--- src/rtl/max_pool_2x2_stream.sv ---
// ---------------------------------------------------------------------------
// max_pool_2x2_stream
//
// Streaming 2x2 / stride-2 max-pooling stage for a single feature-map channel.
// Pixels arrive in raster order over a valid/ready handshake. On even rows the
// horizontal maximum of each column pair is parked in a line buffer. On odd rows
// the bottom pair maximum is compared with the parked top maximum, and one pooled
// pixel per 2x2 window is emitted through a single-stage output register.
//
// Optional feature: define MAXPOOL_ARGMAX_EN to add the out_idx port, which
// carries the winner position (0=TL, 1=TR, 2=BL, 3=BR). The line buffer then
// stores DATA_W+2 bits per entry instead of DATA_W.
//
// Ports:
//   clk         clock
//   rst         asynchronous, active-high reset
//   cfg_width   frame width in pixels (even, 2..MAX_W), sampled on first pixel
//   in_valid    input pixel valid
//   in_ready    input pixel accepted when in_valid & in_ready
//   in_data     input pixel (unsigned)
//   in_last     final pixel of the frame
//   out_valid   pooled pixel valid
//   out_ready   downstream accept
//   out_data    pooled pixel (max of the 2x2 window)
//   out_idx     winner position (only with MAXPOOL_ARGMAX_EN)
//   frame_done  1-cycle pulse, frame ended at the correct position
//   frame_err   1-cycle pulse, in_last arrived at an illegal position
// ---------------------------------------------------------------------------
module max_pool_2x2_stream #(
   parameter int DATA_W = 8,
   parameter int MAX_W  = 64,
   parameter int CNT_W  = 7
) (
   input  logic              clk,
   input  logic              rst,
   input  logic [CNT_W-1:0]  cfg_width,
   input  logic              in_valid,
   output logic              in_ready,
   input  logic [DATA_W-1:0] in_data,
   input  logic              in_last,
   output logic              out_valid,
   input  logic              out_ready,
   output logic [DATA_W-1:0] out_data,
`ifdef MAXPOOL_ARGMAX_EN
   output logic [1:0]        out_idx,
`endif
   output logic              frame_done,
   output logic              frame_err
);

   localparam int LB_D  = MAX_W / 2;
   localparam int LB_AW = (LB_D > 1) ? $clog2(LB_D) : 1;
`ifdef MAXPOOL_ARGMAX_EN
   localparam int LB_W  = DATA_W + 2;
`else
   localparam int LB_W  = DATA_W;
`endif

   typedef enum logic {ROW_EVEN = 1'b0, ROW_ODD = 1'b1} row_t;

   row_t              state;
   logic [CNT_W-1:0]  col;
   logic [CNT_W-1:0]  width_q;
   logic              active;
   logic [DATA_W-1:0] pair_q;

   logic [LB_W-1:0]   lbuf [LB_D];
   logic [LB_W-1:0]   lb_rd;
   logic [LB_W-1:0]   lb_wr;
   logic [LB_AW-1:0]  lb_addr;

   logic [CNT_W-1:0]  w_eff;
   logic              xfer;
   logic              at_end;
   logic              odd_col;
   logic              legal_last;
   logic              emit;

   logic              h_right;
   logic [DATA_W-1:0] h_max;
   logic [DATA_W-1:0] top_data;
   logic              bot_win;
   logic [DATA_W-1:0] win_data;
`ifdef MAXPOOL_ARGMAX_EN
   logic [1:0]        win_idx;
`endif

   assign in_ready = !out_valid | out_ready;
   assign xfer     = in_valid & in_ready;

   // The width latch is only trusted once a frame has started; the very first
   // pixel of a frame must already use the live cfg_width.
   assign w_eff      = active ? width_q : cfg_width;
   assign at_end     = (col == (w_eff - CNT_W'(1)));
   assign odd_col    = col[0];
   assign legal_last = (state == ROW_ODD) && at_end;
   assign lb_addr    = col[LB_AW:1];
   assign lb_rd      = lbuf[lb_addr];

   // An illegal in_last on the bottom-right pixel discards that window.
   assign emit = xfer && (state == ROW_ODD) && odd_col && (!in_last || legal_last);

   // Strict greater-than keeps the earlier position on ties, which gives the
   // TL > TR > BL > BR priority: left beats right, top beats bottom.
   always_comb begin
      h_right  = in_data > pair_q;
      h_max    = h_right ? in_data : pair_q;
      top_data = lb_rd[DATA_W-1:0];
      bot_win  = h_max > top_data;
      win_data = bot_win ? h_max : top_data;
   end

`ifdef MAXPOOL_ARGMAX_EN
   assign lb_wr   = {1'b0, h_right, h_max};
   assign win_idx = bot_win ? {1'b1, h_right} : lb_rd[DATA_W+1:DATA_W];
`else
   assign lb_wr   = h_max;
`endif

   // Line buffer holds top-row pair maxima; contents need no reset.
   always_ff @(posedge clk) begin
      if (xfer && (state == ROW_EVEN) && odd_col && !in_last) begin
         lbuf[lb_addr] <= lb_wr;
      end
   end

   // Row FSM, column counter, pair register and the registered outputs.
   always_ff @(posedge clk or posedge rst) begin
      if (rst) begin
         state      <= ROW_EVEN;
         col        <= '0;
         width_q    <= '0;
         active     <= 1'b0;
         pair_q     <= '0;
         out_valid  <= 1'b0;
         out_data   <= '0;
`ifdef MAXPOOL_ARGMAX_EN
         out_idx    <= 2'd0;
`endif
         frame_done <= 1'b0;
         frame_err  <= 1'b0;
      end else begin
         frame_done <= 1'b0;
         frame_err  <= 1'b0;

         if (out_valid && out_ready) begin
            out_valid <= 1'b0;
         end

         if (xfer) begin
            if (!odd_col) begin
               pair_q <= in_data;
            end
            if (!active) begin
               width_q <= cfg_width;
            end

            if (in_last) begin
               state  <= ROW_EVEN;
               col    <= '0;
               active <= 1'b0;
               if (legal_last) begin
                  frame_done <= 1'b1;
               end else begin
                  frame_err  <= 1'b1;
               end
            end else begin
               active <= 1'b1;
               if (at_end) begin
                  col   <= '0;
                  state <= (state == ROW_EVEN) ? ROW_ODD : ROW_EVEN;
               end else begin
                  col   <= col + CNT_W'(1);
               end
            end

            // Loading here overrides the clear above, so a full register that
            // drains in the same cycle is refilled without a bubble.
            if (emit) begin
               out_valid <= 1'b1;
               out_data  <= win_data;
`ifdef MAXPOOL_ARGMAX_EN
               out_idx   <= win_idx;
`endif
            end
         end
      end
   end

endmodule

--- config.mk ---
export PLATFORM = sky130hd
export DESIGN_NAME = max_pool_2x2_stream
export DESIGN_NICKNAME = d
export VERILOG_FILES = /design/src/rtl/max_pool_2x2_stream.sv
export SDC_FILE = /design/constraint.sdc
export NUM_CORES = 1
export LEC_CHECK = 0
export ABC_AREA = 1
export CAP_MARGIN = 10
export CORE_MARGIN = 2
export CORE_UTILIZATION = 25
export CTS_BUF_LIST = sky130_fd_sc_hd__clkbuf_2 sky130_fd_sc_hd__clkbuf_4 sky130_fd_sc_hd__clkbuf_8
export DETAILED_ROUTE_END_ITERATION = 16
export PLACE_DENSITY = 0.51
export SLEW_MARGIN = 20
export SYNTH_ARGS = -nofsm -noshare
export SYNTH_HDL_FRONTEND = slang
export SYNTH_SLANG_ARGS = --single-unit
--- constraint.sdc ---
create_clock -name clk -period 8.6 [get_ports clk]
set_input_delay 1.29 -clock clk [delete_from_list [all_inputs] [get_ports clk]]
set_output_delay 1.29 -clock clk [all_outputs]
set_load 0.02 [all_outputs]
==> metrics.sh <==
SWITCHING_PART_OF_THE_TOTAL_PCT=30.7
ANTENNA_VIOLATIONS_BEFORE_REPAIR=0
POST-SYNTH-TOP-COUNT-CELL='sky130_fd_sc_hd__nand2_1'
P_TOTAL_mW=3.71
SYN_AREA_CELL_UM2=10.3
SYNTH-SEQ-CELLS=291
FP.DIEAREA_UM2=52900
POSTCTSSETUPREPAIRBUFS=0
SLEW_HEADROOM_PCT=30.6
PORTBUFFERS=31
PWR-SHARE-SEQ_PCT=46.6
PATH_CLK_SLEW_PS=60
DETAILED_PLACE_HPWL_UM=19500
GRT_PASS1_VIAS=8689
TRACK_USAGE_PCT=12.2
REMAINING_DRC_ERRORS=0
WORST_CLOCK_SKEW_PS=51.9
WORST-PATH-MAX-FANOUT=68
NUM_ROWS=82
FIN_SETUP_TNS_PS=0
POST_ROUTE_CELLS_DRIVE_ABOVE_1_SHARE_PCT=8.62
STATUS='finished, final reports clean'
ASYNCSETRESETFLOPFRACSYNTH_PCT=12.0
WIRE_PER_INST_UM=16.1
VDD_DROP_MAX_mV=0.103
FLOORPLAN.DIE.WIDTH_UM=230
VIAS_PER_CELL=4.36
GRT_START_MAX_NET_PINS=69
FF_LATCH_AREA_UM2=8560
FINALNETCOUNT=1329
FIRST_PASS_ITERS=5
GLOBALPLACE.CONGESTION=0.802
HOLDBUFCOUNTCTS=0
COUNT_OF_ANTENNA_VIOLATING_NETS_LEFT_AFTER_DETAILED_ROUTING=0
CLKPWRFRAC_PCT=32.6
YOSYS_MOST_USED_DFF='sky130_fd_sc_hd__edfxtp_1'
MAXCAPVIOLATIONS=0
ROUTED-VIA-COUNT=8705
INITIALDRTVIOLATIONCOUNT=586
POST-SYNTH-TOP-AREA-FRACTION_PCT=60.2
P_PER_AREA_nW_PER_UM2=252
WORSTSETUPENDPOINTTYPE='register'
CTS_TREE='yes'
POST_CTS_RESIZE_COUNT=0
POWER_LEAKAGE_nW=5.66
START_KIND='register'
CTS_ROOT_BUFFER='sky130_fd_sc_hd__clkbuf_8'
PATH_CLASS='reg -> reg'
GRT_PASS1_WL_UM=50200
CRITPATHARRIVALTIME_PS=5540
POST_SYNTH_INST_COUNT=1237
MAXIMUM_BUFFER_DEPTH_OF_THE_CLOCK_TREE=3
WORSTHOLDPATHTYPE='reg -> reg'
DRT_WL_TOTAL_UM=32100
REPORT.FINAL.SLEW_VIOL_COUNT=0
MIN_TCLK_POST_ROUTE_PS=5050
MULTI_INPUT_COMB_AREA_UM2=3710
CELL_INTERNAL_PWR_mW=2.57
AREAGROWTHSYNTHTOFINISH_PCT=15.2
POST_SYNTH_MAIN_AREA_CONTRIBUTORS='sky130_fd_sc_hd__edfxtp_1 (60%), sky130_fd_sc_hd__nand2_1 (15%), sky130_fd_sc_hd__dfrtp_1 (6.9%)'
YOSYS-TOP-CELLS-COUNT='sky130_fd_sc_hd__nand2_1 (518), sky130_fd_sc_hd__edfxtp_1 (256), sky130_fd_sc_hd__nor2_1 (101)'
TIMING_WORST_SLEW_PIN_VALUE_PS=1040
GRT-OVFL-TOTAL=0
FILLERS=5255
SYNTH_SEQUENTIAL_AREA_RATIO_PCT=67.0
FINALSETUPVIOLATIONS=0
COMBPWRFRAC_PCT=20.7
COUNT_OF_BOUNDARY_I_O_PINS=32
HOLD_VIOL=0
WORSTSKEWPAIRLATENCY_PS=600
FLOORPLAN.CORE_AREA_UM2=50300
TIMING.FMAX_MHz=198
POST-ROUTE-PERIOD-UTIL_PCT=58.7
HTREEDEPTH=2
YOSYS.CELL_TYPES.COUNT=34
SYNTH.YOSYS.WARNINGS=0
SYNTHESIS.AREA_UM2=12800
ANTENNA-DIODE-COUNT=0
FP.DIEH_UM=230
CTS_MADE_BUFFERS=50
SWITCHING_POWER_mW=1.14
WORST_EP_REQUIRED_TIME_PS=9090
SYNTH_NETS=1275
SYNTH_ENABLE_FLOP_CELLS=256
YOSYSTOPAREACELL='sky130_fd_sc_hd__edfxtp_1'
EFFECTIVE_UTILIZATION_AT_FLOORPLAN_PCT=25.4
UNREPAIRED_SETUP_ENDPOINTS_AFTER_GLOBAL_ROUTING='no'
CTS.SINK_COUNT=291
layout make-up:
class / instances / share of cell area, %
clock inverter: 18 / 0.901
multi-input combinational: 841 / 25.2
timing repair buffer: 43 / 2.72
inverter: 64 / 1.68
clock buffer: 66 / 5.58
tap: 672 / 5.71
sequential: 291 / 58.2
kinds of logic (layout without fill, tap and decap cells):
family                   after synthesis  in the layout  share of synthesized area (%)
AO/OA/AOI/OAI                         46             46                           1.90
adder cells (fa/ha/maj)               18             18                           1.76
buffers and inverters                105            191                           3.97
flip-flops                           291            291                           67.0
XOR/XNOR                               5              5                          0.343
AND/OR/NAND/NOR                      772            772                           25.0
power groups by stage:
stage          sequential (mW)  clock [mW]  combinational [mW]
6_report                  1.73        1.21               0.769
5_1_grt                   1.73        1.31               0.872
4_1_cts                   1.73        1.24               0.781
3_5_place_dp              1.76           0               0.778
3_3_place_gp              1.76           0               0.768
2_1_floorplan             1.77           0               0.468
placed cells by master, fill, tap and decap left out, drive strengths merged, types with 4 or more instances in the layout:
cell type and count:
dfrtp 35, inv 64, and2 7, nand3 97
buf 12, clkbuf 66, a21oi 15, clkdlybuf4s50 31
clkinv 16, nor3 9, nand2 527, o21ai 24
edfxtp 256, xor2 4, nand4 24, ha 18
nor2 106
critical path: stages (launching register included):
cell	delay, ps
sky130_fd_sc_hd__dfrtp_2	430
sky130_fd_sc_hd__buf_4	400
sky130_fd_sc_hd__inv_4	610
sky130_fd_sc_hd__nand2_4	240
sky130_fd_sc_hd__inv_2	420
sky130_fd_sc_hd__buf_4	520
sky130_fd_sc_hd__nand2_1	110
sky130_fd_sc_hd__nand4_1	100
sky130_fd_sc_hd__nand2_1	80
sky130_fd_sc_hd__nand2_1	180
sky130_fd_sc_hd__nor2_1	130
sky130_fd_sc_hd__nand2_1	130
sky130_fd_sc_hd__inv_1	50
sky130_fd_sc_hd__ha_1	290
sky130_fd_sc_hd__nand2_1	70
sky130_fd_sc_hd__nor2_1	160
sky130_fd_sc_hd__nand2_1	90
sky130_fd_sc_hd__a21oi_1	500
sky130_fd_sc_hd__nand3_1	150
sky130_fd_sc_hd__nand2_1	110
sky130_fd_sc_hd__nand3_1	80
sky130_fd_sc_hd__nand2_1	80
state kept, by name, summed over array words and instances (netlist names):
signal      cells
active          1
out_data        8
out_valid       1
pair_q          8
lbuf          256
state           1
width_q         7
frame_done      1
frame_err       1
col             7
worst paths after layout:
check / startpoint / end / slack, ps / cells past startpoint
max: col[1] / out_data[7] / 3550 / 21
min in group asynchronous: rst / width_q[3] / 1150 / 3
min reg2reg: out_data[3] / out_data[3] / 470 / 2
min: out_data[3] / out_data[3] / 470 / 2
max reg2reg: col[1] / out_data[7] / 3550 / 21
max in group asynchronous: rst / col[1] / 7080 / 3
routing by layer:
metal / share of wire [%] / up-vias / track usage, % / routed length (um)
li1: - / 4249 / - / -
met1: 48 / 4223 / 16.8 / 15500
met2: 46 / 187 / 19.7 / 14700
met3: 4.3 / 46 / 2.18 / 1370
met4: 1.7 / 0 / 3.08 / 546
met5: 0 / - / 0 / 0
stage by stage:
stage,worst slack [ps],instance area [um^2],cells,utilization (%),hold slack [ps]
after floorplan,4470,12800,1237,-,453
after global placement,3280,13800,1911,27.4,467
after detailed placement,3510,13800,1911,27.4,468
after CTS,3540,14700,1995,29.3,482
after global routing,3060,14700,1995,29.3,500
final,3550,14700,1995,29.3,475
(Power assumes the default switching activity.)
